==> src/rtl/eth_mac_filter.sv <==
// Destination-MAC filter for the Ethernet receive path.
// Holds each frame's header in a small FIFO until the address decision is known.
// Accepted frames are forwarded byte-for-byte; rejected frames are discarded.
// Saturating accept/drop statistics are kept.
module eth_mac_filter #(
    parameter int N_ADDR     = 4,
    parameter int FIFO_DEPTH = 8,
    parameter int CNT_W      = 16
) (
    input  logic              clk,
    input  logic              n_rst,
    input  logic              in_valid,
    input  logic [7:0]        in_data,
    input  logic              in_sof,
    input  logic              in_eof,
    input  logic              cfg_we,
    input  logic [5:0]        cfg_addr,
    input  logic [7:0]        cfg_data,
    input  logic [N_ADDR-1:0] cfg_en,
    input  logic              accept_bcast,
    input  logic              accept_mcast,
    input  logic              promisc,
    output logic              out_valid,
    output logic [7:0]        out_data,
    output logic              out_sof,
    output logic              out_eof,
    input  logic              stat_clr,
    output logic [CNT_W-1:0]  stat_accept_cnt,
    output logic [CNT_W-1:0]  stat_drop_cnt,
    output logic              busy
);
    localparam int AW = $clog2(FIFO_DEPTH);

    typedef enum logic [2:0] {S_IDLE, S_ADDR, S_PASS, S_DRAIN, S_DISCARD} state_t;

    state_t            state_q, state_d;
    // Bytes 6/7 of each entry are never written and stay zero; they only
    // keep the byte-counter index in range.
    logic [7:0]        tbl_q [N_ADDR][8];
    logic [7:0]        tbl_d [N_ADDR][8];
    logic [N_ADDR-1:0] flag_q, flag_d, flag_nx;
    logic              bcast_q, bcast_d, bcast_nx;
    logic              mcast_q, mcast_d, mcast_nx;
    logic [2:0]        cnt_q, cnt_d;
    logic [7:0]        mem [FIFO_DEPTH];
    logic [AW-1:0]     wr_ptr_q, wr_ptr_d, rd_ptr_q, rd_ptr_d;
    logic [AW:0]       fill_q, fill_d;
    logic              out_valid_q, out_valid_d, out_sof_q, out_sof_d, out_eof_q, out_eof_d;
    logic [7:0]        out_data_q, out_data_d;
    logic [CNT_W-1:0]  acc_q, acc_d, drop_q, drop_d;
    logic              push, pop, flush, acc_inc, drop_inc, accept_now;
    logic              fifo_full, fifo_empty;

    assign fifo_full  = (fill_q == (AW+1)'(FIFO_DEPTH));
    assign fifo_empty = (fill_q == '0);

    // Match flags updated with the current byte, and the resulting decision.
    always_comb begin
        for (int i = 0; i < N_ADDR; i++) begin
            flag_nx[i] = flag_q[i] & (in_data == tbl_q[i][cnt_q]);
        end
        bcast_nx   = bcast_q & (in_data == 8'hFF);
        mcast_nx   = (cnt_q == 3'd0) ? in_data[0] : mcast_q;
        accept_now = promisc | (bcast_nx & accept_bcast) |
                     (mcast_nx & ~bcast_nx & accept_mcast) | (|(flag_nx & cfg_en));
    end

    // MAC table writes; unused byte slots and absent entries are ignored.
    always_comb begin
        tbl_d = tbl_q;
        for (int i = 0; i < N_ADDR; i++) begin
            for (int b = 0; b < 6; b++) begin
                if (cfg_we && cfg_addr[5:3] == 3'(i) && cfg_addr[2:0] == 3'(b)) begin
                    tbl_d[i][b] = cfg_data;
                end
            end
        end
    end

    // Frame state machine, FIFO control and statistics next-state.
    always_comb begin
        state_d     = state_q;
        flag_d      = flag_q;
        bcast_d     = bcast_q;
        mcast_d     = mcast_q;
        cnt_d       = cnt_q;
        out_valid_d = 1'b0;
        out_data_d  = out_data_q;
        out_sof_d   = 1'b0;
        out_eof_d   = 1'b0;
        push        = 1'b0;
        pop         = 1'b0;
        flush       = 1'b0;
        acc_inc     = 1'b0;
        drop_inc    = 1'b0;

        if (in_sof) begin
            // A new frame start always restarts parsing; an unfinished frame is a drop.
            drop_inc = (state_q != S_IDLE);
            state_d  = S_ADDR;
            flush    = 1'b1;
            flag_d   = '1;
            bcast_d  = 1'b1;
            mcast_d  = 1'b0;
            cnt_d    = 3'd0;
        end else begin
            case (state_q)
                S_IDLE: ;
                S_ADDR: begin
                    if (in_valid) begin
                        push    = 1'b1;
                        flag_d  = flag_nx;
                        bcast_d = bcast_nx;
                        mcast_d = mcast_nx;
                        cnt_d   = cnt_q + 3'd1;
                        if (cnt_q == 3'd5) begin
                            if (accept_now) begin
                                out_sof_d = 1'b1;
                                state_d   = in_eof ? S_DRAIN : S_PASS;
                            end else begin
                                flush    = 1'b1;
                                drop_inc = in_eof;
                                state_d  = in_eof ? S_IDLE : S_DISCARD;
                            end
                        end else if (in_eof) begin
                            drop_inc = 1'b1;
                            state_d  = S_IDLE;
                        end
                    end else if (in_eof) begin
                        drop_inc = 1'b1;
                        state_d  = S_IDLE;
                    end
                end
                S_PASS: begin
                    if (in_valid && fifo_full) begin
                        // Overflow: abandon the frame without an end marker.
                        flush    = 1'b1;
                        drop_inc = in_eof;
                        state_d  = in_eof ? S_IDLE : S_DISCARD;
                    end else begin
                        pop  = !fifo_empty;
                        push = in_valid;
                        if (in_eof) state_d = S_DRAIN;
                    end
                end
                S_DRAIN: begin
                    if (!fifo_empty) begin
                        pop = 1'b1;
                    end else begin
                        out_eof_d = 1'b1;
                        acc_inc   = 1'b1;
                        state_d   = S_IDLE;
                    end
                end
                S_DISCARD: begin
                    if (in_eof) begin
                        drop_inc = 1'b1;
                        state_d  = S_IDLE;
                    end
                end
                default: state_d = S_IDLE;
            endcase
        end

        if (pop) begin
            out_valid_d = 1'b1;
            out_data_d  = mem[rd_ptr_q];
        end

        wr_ptr_d = wr_ptr_q;
        rd_ptr_d = rd_ptr_q;
        fill_d   = fill_q;
        if (flush) begin
            wr_ptr_d = '0;
            rd_ptr_d = '0;
            fill_d   = '0;
        end else begin
            if (push) wr_ptr_d = wr_ptr_q + AW'(1);
            if (pop)  rd_ptr_d = rd_ptr_q + AW'(1);
            if (push && !pop)      fill_d = fill_q + (AW+1)'(1);
            else if (!push && pop) fill_d = fill_q - (AW+1)'(1);
        end

        // Clear wins over increment; counters stick at all-ones.
        if (stat_clr)                 acc_d = '0;
        else if (acc_inc && ~&acc_q)  acc_d = acc_q + CNT_W'(1);
        else                          acc_d = acc_q;
        if (stat_clr)                 drop_d = '0;
        else if (drop_inc && ~&drop_q) drop_d = drop_q + CNT_W'(1);
        else                          drop_d = drop_q;
    end

    // FIFO storage; contents are only meaningful between the pointers.
    always_ff @(posedge clk) begin
        if (push && !flush) mem[wr_ptr_q] <= in_data;
    end

    // State, table, pointers, registered outputs and counters.
    always_ff @(posedge clk or negedge n_rst) begin
        if (!n_rst) begin
            state_q     <= S_IDLE;
            flag_q      <= '0;
            bcast_q     <= 1'b0;
            mcast_q     <= 1'b0;
            cnt_q       <= '0;
            wr_ptr_q    <= '0;
            rd_ptr_q    <= '0;
            fill_q      <= '0;
            out_valid_q <= 1'b0;
            out_data_q  <= '0;
            out_sof_q   <= 1'b0;
            out_eof_q   <= 1'b0;
            acc_q       <= '0;
            drop_q      <= '0;
            for (int i = 0; i < N_ADDR; i++) begin
                for (int b = 0; b < 8; b++) tbl_q[i][b] <= '0;
            end
        end else begin
            state_q     <= state_d;
            flag_q      <= flag_d;
            bcast_q     <= bcast_d;
            mcast_q     <= mcast_d;
            cnt_q       <= cnt_d;
            wr_ptr_q    <= wr_ptr_d;
            rd_ptr_q    <= rd_ptr_d;
            fill_q      <= fill_d;
            out_valid_q <= out_valid_d;
            out_data_q  <= out_data_d;
            out_sof_q   <= out_sof_d;
            out_eof_q   <= out_eof_d;
            acc_q       <= acc_d;
            drop_q      <= drop_d;
            tbl_q       <= tbl_d;
        end
    end

    assign out_valid       = out_valid_q;
    assign out_data        = out_data_q;
    assign out_sof         = out_sof_q;
    assign out_eof         = out_eof_q;
    assign stat_accept_cnt = acc_q;
    assign stat_drop_cnt   = drop_q;
    assign busy            = (state_q != S_IDLE);
endmodule

==> config.mk <==
export PLATFORM = sky130hd
export DESIGN_NAME = eth_mac_filter
export DESIGN_NICKNAME = d
export VERILOG_FILES = /design/src/rtl/eth_mac_filter.sv
export SDC_FILE = /design/constraint.sdc
export NUM_CORES = 1
export LEC_CHECK = 0
export BUFFER_PORTS_ARGS = -buffer_cell sky130_fd_sc_hd__buf_2
export CORE_ASPECT_RATIO = 1.25
export CORE_MARGIN = 4
export CORE_UTILIZATION = 48
export DETAILED_ROUTE_END_ITERATION = 10
export PLACE_DENSITY = 0.66
export SYNTH_ARGS = -nofsm -noshare
export SYNTH_HDL_FRONTEND = slang
export SYNTH_SLANG_ARGS = --single-unit
==> constraint.sdc <==
create_clock -name clk -period 6.08 [get_ports clk]
set_clock_uncertainty 0.1 [all_clocks]
set_input_delay 0.608 -clock clk [delete_from_list [all_inputs] [get_ports clk]]
set_output_delay 0.608 -clock clk [all_outputs]
set_load 0.005 [all_outputs]
; Word level (Yosys, flattened, before mapping)
; Memories as Yosys holds them, arrays and structs flattened. A register that Yosys moved wholly into a read port is not among the register bits.
; Cells that the tools add are included.
[classes]
n_addsub = 7
order_cmp = 1
eq_ne = 22
mux = 79
bitwise = 14
reduce_logical = 59
[ops]
columns = cell, n
row1 = $bmux W8 S3, 4
row2 = $mux W16, 4
row3 = $mux W8, 8
row4 = $mux W3, 16
row5 = $mux W1, 36
row6 = $logic_and A1 B1 Y1, 34
row7 = $add A16 B1 Y16 const B, 2
row8 = $eq A8 B8 Y1, 4
row9 = $reduce_and A16 Y1, 2
row10 = $mux W4, 6
row11 = $eq A3 B2 Y1 const B, 6
row12 = $pmux W3 S5, 1
row13 = $eq A3 B3 Y1 const B, 4
row14 = $logic_not A3 Y1, 4
row15 = $reduce_bool A2 Y1, 6
row16 = $add A3 B1 Y3 const B, 3
row17 = $eq A3 B1 Y1 const B, 3
row18 = $and A1 B1 Y1, 8
row19 = $eq A8 B8 Y1 const B, 1
row20 = $logic_not A1 Y1, 7
row21 = $pmux W1 S2, 3
row22 = $reduce_bool A3 Y1, 2
row23 = $add A4 B1 Y4 const B, 1
row24 = $and A4 B4 Y4, 1
row25 = other kinds (14), 16
[totals]
regBits = 249
mem_bits_rw = 64
in_bits = 36
output_inout_bits = 44
n_memories = 1
[memory_table]
columns = memory, words, word_bits, read_ports, rd_clocked_by_memory_dff, write_ports, line_no
row1 = mem, 8, 8, 1, 1, 1, 45  ; logic [7:0] mem [FIFO_DEPTH];

; Longest topological paths before layout
[logic_depth]
ltp_word = 18
mapped_depth = 14

; Least setup slack after synthesis
; Ideal clock, no wire load.
[synth_path]
path_type = register -> register
from = reg cnt_q[0]
to = mem mem[0][0], enable pin
setup_ps = 398
arrival_ps = 3513
required_ps = 5582
path_slack_ps = 2069
stages_incl_launch_ff = 13
n_path_buf = 3
cell_sequence = dfrtp_1 > buf_6 > buf_4 > buf_2 > mux2_2 > a22oi_1 > xnor2_1 > nor4_1 > nand2_1 > o22a_1 > nand3_1 > o21ai_1 > nor4b_1
[synth_via]
elab_chain_cells = 18
word_cells_on_any_way = 39
[synth_lines]
columns = element, line_no
row1 = start: declaration, 44  ; logic [2:0] cnt_q, cnt_d;
row2 = start signal: assignment, 223  ; cnt_q <= cnt_d;
row3 = $not A3 Y4 (implied by the code), 60  ; flag_nx[i] = flag_q[i] & (in_data == tbl_q[i][cnt_q]);
row4 = $bmux W8 S3, 60
row5 = $mux W8 (implied by the code) (2 in series), 60
row6 = $eq A8 B8 Y1, 60
row7 = $and A1 B1 Y1, 60
row8 = $and A4 B4 Y4, 65  ; (mcast_nx & ~bcast_nx & accept_mcast) | (|(flag_nx & cfg_en));
row9 = $reduce_or A4 Y1, 65
row10 = $or A1 B1 Y1, 65
row11 = $mux W1, 117  ; if (accept_now) begin
row12 = $mux W1 (*), 116  ; if (cnt_q == 3'd5) begin
row13 = $mux W1 (*), 110  ; if (in_valid) begin
row14 = $pmux W1 S2 (*), 107  ; case (state_q)
row15 = $mux W1 (*), 97  ; if (in_sof) begin
row16 = $logic_not A1 Y1 (*), 195  ; if (push && !flush) mem[wr_ptr_q] <= in_data;
row17 = $logic_and A1 B1 Y1 (*), 195
row18 = $mux W1 (*), 195
row19 = $mux W1 (implied by the code) (*), 195
row20 = end: declaration, 45
; Every way passes the cells marked *; elsewhere a longest branch is shown, timed or not. The select of a mux whose other input is x is not followed.

; Final worst setup path
[layout_path]
from = reg cnt_q[0]
to = reg drop_q[0] (netlist: stat_drop_cnt[0])
[layout_via]
elab_chain_cells = 16
word_cells_on_any_way = 37
[layout_lines]
columns = element, line_no
row1 = $not A3 Y4 (implied by the code), 60
row2 = $bmux W8 S3, 60
row3 = $mux W8 (implied by the code) (2 in series), 60
row4 = $eq A8 B8 Y1, 60
row5 = $and A1 B1 Y1, 60
row6 = $and A4 B4 Y4, 65
row7 = $reduce_or A4 Y1, 65
row8 = $or A1 B1 Y1, 65
row9 = $mux W1, 117
row10 = $mux W1 (*), 116
row11 = $mux W1 (*), 110
row12 = $pmux W1 S3 (*), 107
row13 = $mux W1 (*), 97
row14 = $logic_and A1 B1 Y1 (*), 189  ; else if (drop_inc && ~&drop_q) drop_d = drop_q + CNT_W'(1);
row15 = $reduce_bool A2 Y1 (no source line) (*), n/a
row16 = end signal: assignment, 232  ; drop_q <= drop_d;
row17 = end: declaration, 50  ; logic [CNT_W-1:0] acc_q, acc_d, drop_q, drop_d;
; Marks and branches as above.
; A chain may end at the register's enable or synchronous reset.

==> impl_metrics.toml <==
[floorplan]
die_area_mm2 = 0.0347
rows = 72
io_pins = 80
die_w_um = 167
core_area_mm2 = 0.0312
die_y_um = 207
initial_core_util_pct = 49.0

[clock_tree]
hold_buffers = 0
cts_max_path_buffers = 3
cts_tree = "built"
cts_made_buffers = 34
cts_root_buf = "clkbuf_16"
htree_levels = 2
worstSkewPairLatency_ps = 510
post_cts_buffers = 0
ctsResizeCount = 0
path_clk_slew_ps = 60
cts_sinks = 321

[synth]
yosys.area_share.xor_xnor_pct = 2.64
ys_ff_latch = 321
synth_edf_count = 64
synthCells = 1129
avgSynthCellArea_um2 = 13.5
synth_top_cell_area_share_pct = 42.1
synthMuxAreaShare_pct = 25.7
synth_top_cell_by_area = "dfrtp_1"
synth_compound_area_share_pct = 4.48
yosysWarnings = 0
ys_seq_area_share_pct = 54.7
synth_most_common_cell = "dfrtp_1"
synth_area_mm2 = 0.0153
synthArstFlopShare_pct = 80.1
synth_top_family_by_area = "multiplexers"
synthAdderAreaFrac_pct = 0.869
synth_nets = 1175
synthTopCellsByArea = "dfrtp_1, mux2_2, edfxtp_1"
ys_types = 63
ys.flop_type = "dfrtp_1"
netlist_top_cells_count = "dfrtp_1, mux2_2, nor2_1"
synth-simple-area-share_pct = 9.15

[timing]
min_period_ps = 4620
setup_viol = 0
period_share_pct = 76.0
setup_tns_ps = 0
hold_slack_ps = 74.6
drv_slew = 0
relSlewSlack_pct = 20.0
worstMarginPinSlew_ps = 1200
grt_setup_unrepaired = "false"
finalHoldViolations = 0
fmax_mhz = 216

[detailed_routing]
initialDrtViolationCount = 591
ant_nets = 0
drc = 0
vias_per_cell = 5.80
routedWlPerCell_um = 21.1
vias = 9415
firstDrtPassIters = 4
finalWirelength_um = 34200

[placement]
routabilityCongestion = 0.768
place_inst = 1561
placed_area_mm2 = 0.0160
port_buffers = 79
hpwl_um = 22200

[grt]
grt_max_degree = 140
grt_pass1_vias = 9676
grt_overflow = 0
antenna_found_initial = 2
track_usage_pct = 19.6
grt_pass1_wl_um = 55100

[worst_setup_path]
criticalPathCategory = "flip-flop to flip-flop"
crit_slowest_cell = "dfrtp_4"
critPathMaxFanout = 50
cp.arrival_ps = 4910
required_ps = 6360
startpoint_type = "flip-flop"
slowest_delay_ps = 1000
crit_chain = "buf_4, mux4_2, a22oi_1, xnor2_1, nor4_1, nand2_1, o22a_1, a221oi_4, nor3_1, mux2_2"
crit_path_end_kind = "flip-flop"

[power_and_ir_drop]
p_per_area_mw_per_mm2 = 299
p_leak_nw = 7.38
peakVddDrop_mv = 0.186

[finish]
stdcell_count = 1623
drive_gt1_share_pct = 35.6
fillerInstances = 2617
nets = 1236
stdcell_area_mm2 = 0.0171
area_growth_pct = 12.2

[run]
cap_violations = 0

[worst_hold_path]
holdCritPathClass = "primary input to asynchronous set/reset pin"

[status]
status = "finished clean"
-- cell usage in the layout (no fill, tap or decap), types with 18 or more instances in the layout --
cell type    n
a21oi_1     30
nand3_1     18
mux2_2     224
dfrtp_1    255
edfxtp_1    64
nor2_1      75
o21ai_0     20
a22oi_1     19
mux2i_1     24
mux4_2      45
nand2_1     47
nor4_1      18
clkbuf_16   35
xnor2_1     40
buf_2       78
-- power breakdown --
group / internal, mW / switching (mW)
sequential: 2.38 / 0.112
combinational: 0.302 / 0.262
clock: 1.25 / 0.824
total: 3.93 / 1.20
-- layout make-up --
| type | count | area (um2) | area share, % |
|---|---|---|---|
| Sequential cell | 321 | 8360 | 48.8 |
| Multi-Input combinational cell | 722 | 6540 | 38.2 |
| Clock buffer | 50 | 982 | 5.74 |
| Timing Repair Buffer | 94 | 531 | 3.10 |
| Tap cell | 407 | 509 | 2.97 |
| Clock inverter | 11 | 130 | 0.760 |
| Inverter | 17 | 63.8 | 0.373 |
| Antenna cell | 1 | 2.50 | 0.0146 |
-- path summary, 6_finish.rpt --
kind                            startpoint                  to  slack, ps  cells after the start
worst min-delay path                 n_rst  stat_accept_cnt[8]         70                      1
worst max-delay path              cnt_q[0]    stat_drop_cnt[0]       1460                     10
max in group asynchronous            n_rst            cnt_q[1]       4490                      2
worst min register to register   flag_q[1]           flag_q[1]        380                      1
min in group clk                    in_eof          state_q[0]        340                      3
worst max register to register    cnt_q[0]    stat_drop_cnt[0]       1460                     10
-- kinds of logic (layout without fill, tap and decap cells) --
kind of cell / Yosys count / in the layout
buffers and inverters: 86 / 172
DFF: 321 / 321
adders and majority gates: 10 / 10
AOI/OAI and AO/OA: 102 / 102
and+or+nand+nor: 263 / 263
xor gates and xnor gates: 46 / 46
muxes: 301 / 301
other: 0 / 1
-- through the flow --
step	power [mW]	utilization [%]	worst slack [ps]
2_1_floorplan	2.91	-	2070
3_3_place_gp	3.08	51.3	1530
3_5_place_dp	3.10	51.3	1470
4_1_cts	5.18	54.9	1450
5_1_grt	5.35	54.9	1150
6_report	5.12	54.9	1460
-- critical path, delay by kind of cell, from the launching register on --
kind            cells  cell delay, ps
compound gates      3            1200
xor+xnor            1             110
mux                 2             870
flops               1            1000
buf+inv             1             470
simple gates        3             700
-- state kept, by name (all words and copies together) (netlist names), 3 cells and up --
name and cells:
cnt_q 3, flag_q 4, out_data 8, rd_ptr_q 3, fill_q 4, state_q 3, stat_drop_cnt 16, wr_ptr_q 3
stat_accept_cnt 16, mem 64, tbl_q 192
-- per-layer routing --
layer  track usage, %  vias up  part of all wire, %
li1                 -     4289                    -
met1             27.5     4892                   44
met2             33.0      186                   50
met3             2.70       46                  4.2
met4             4.31        2                  1.9
met5                0        -                0.050
Note: power is estimated with default switching activity, not from simulation.
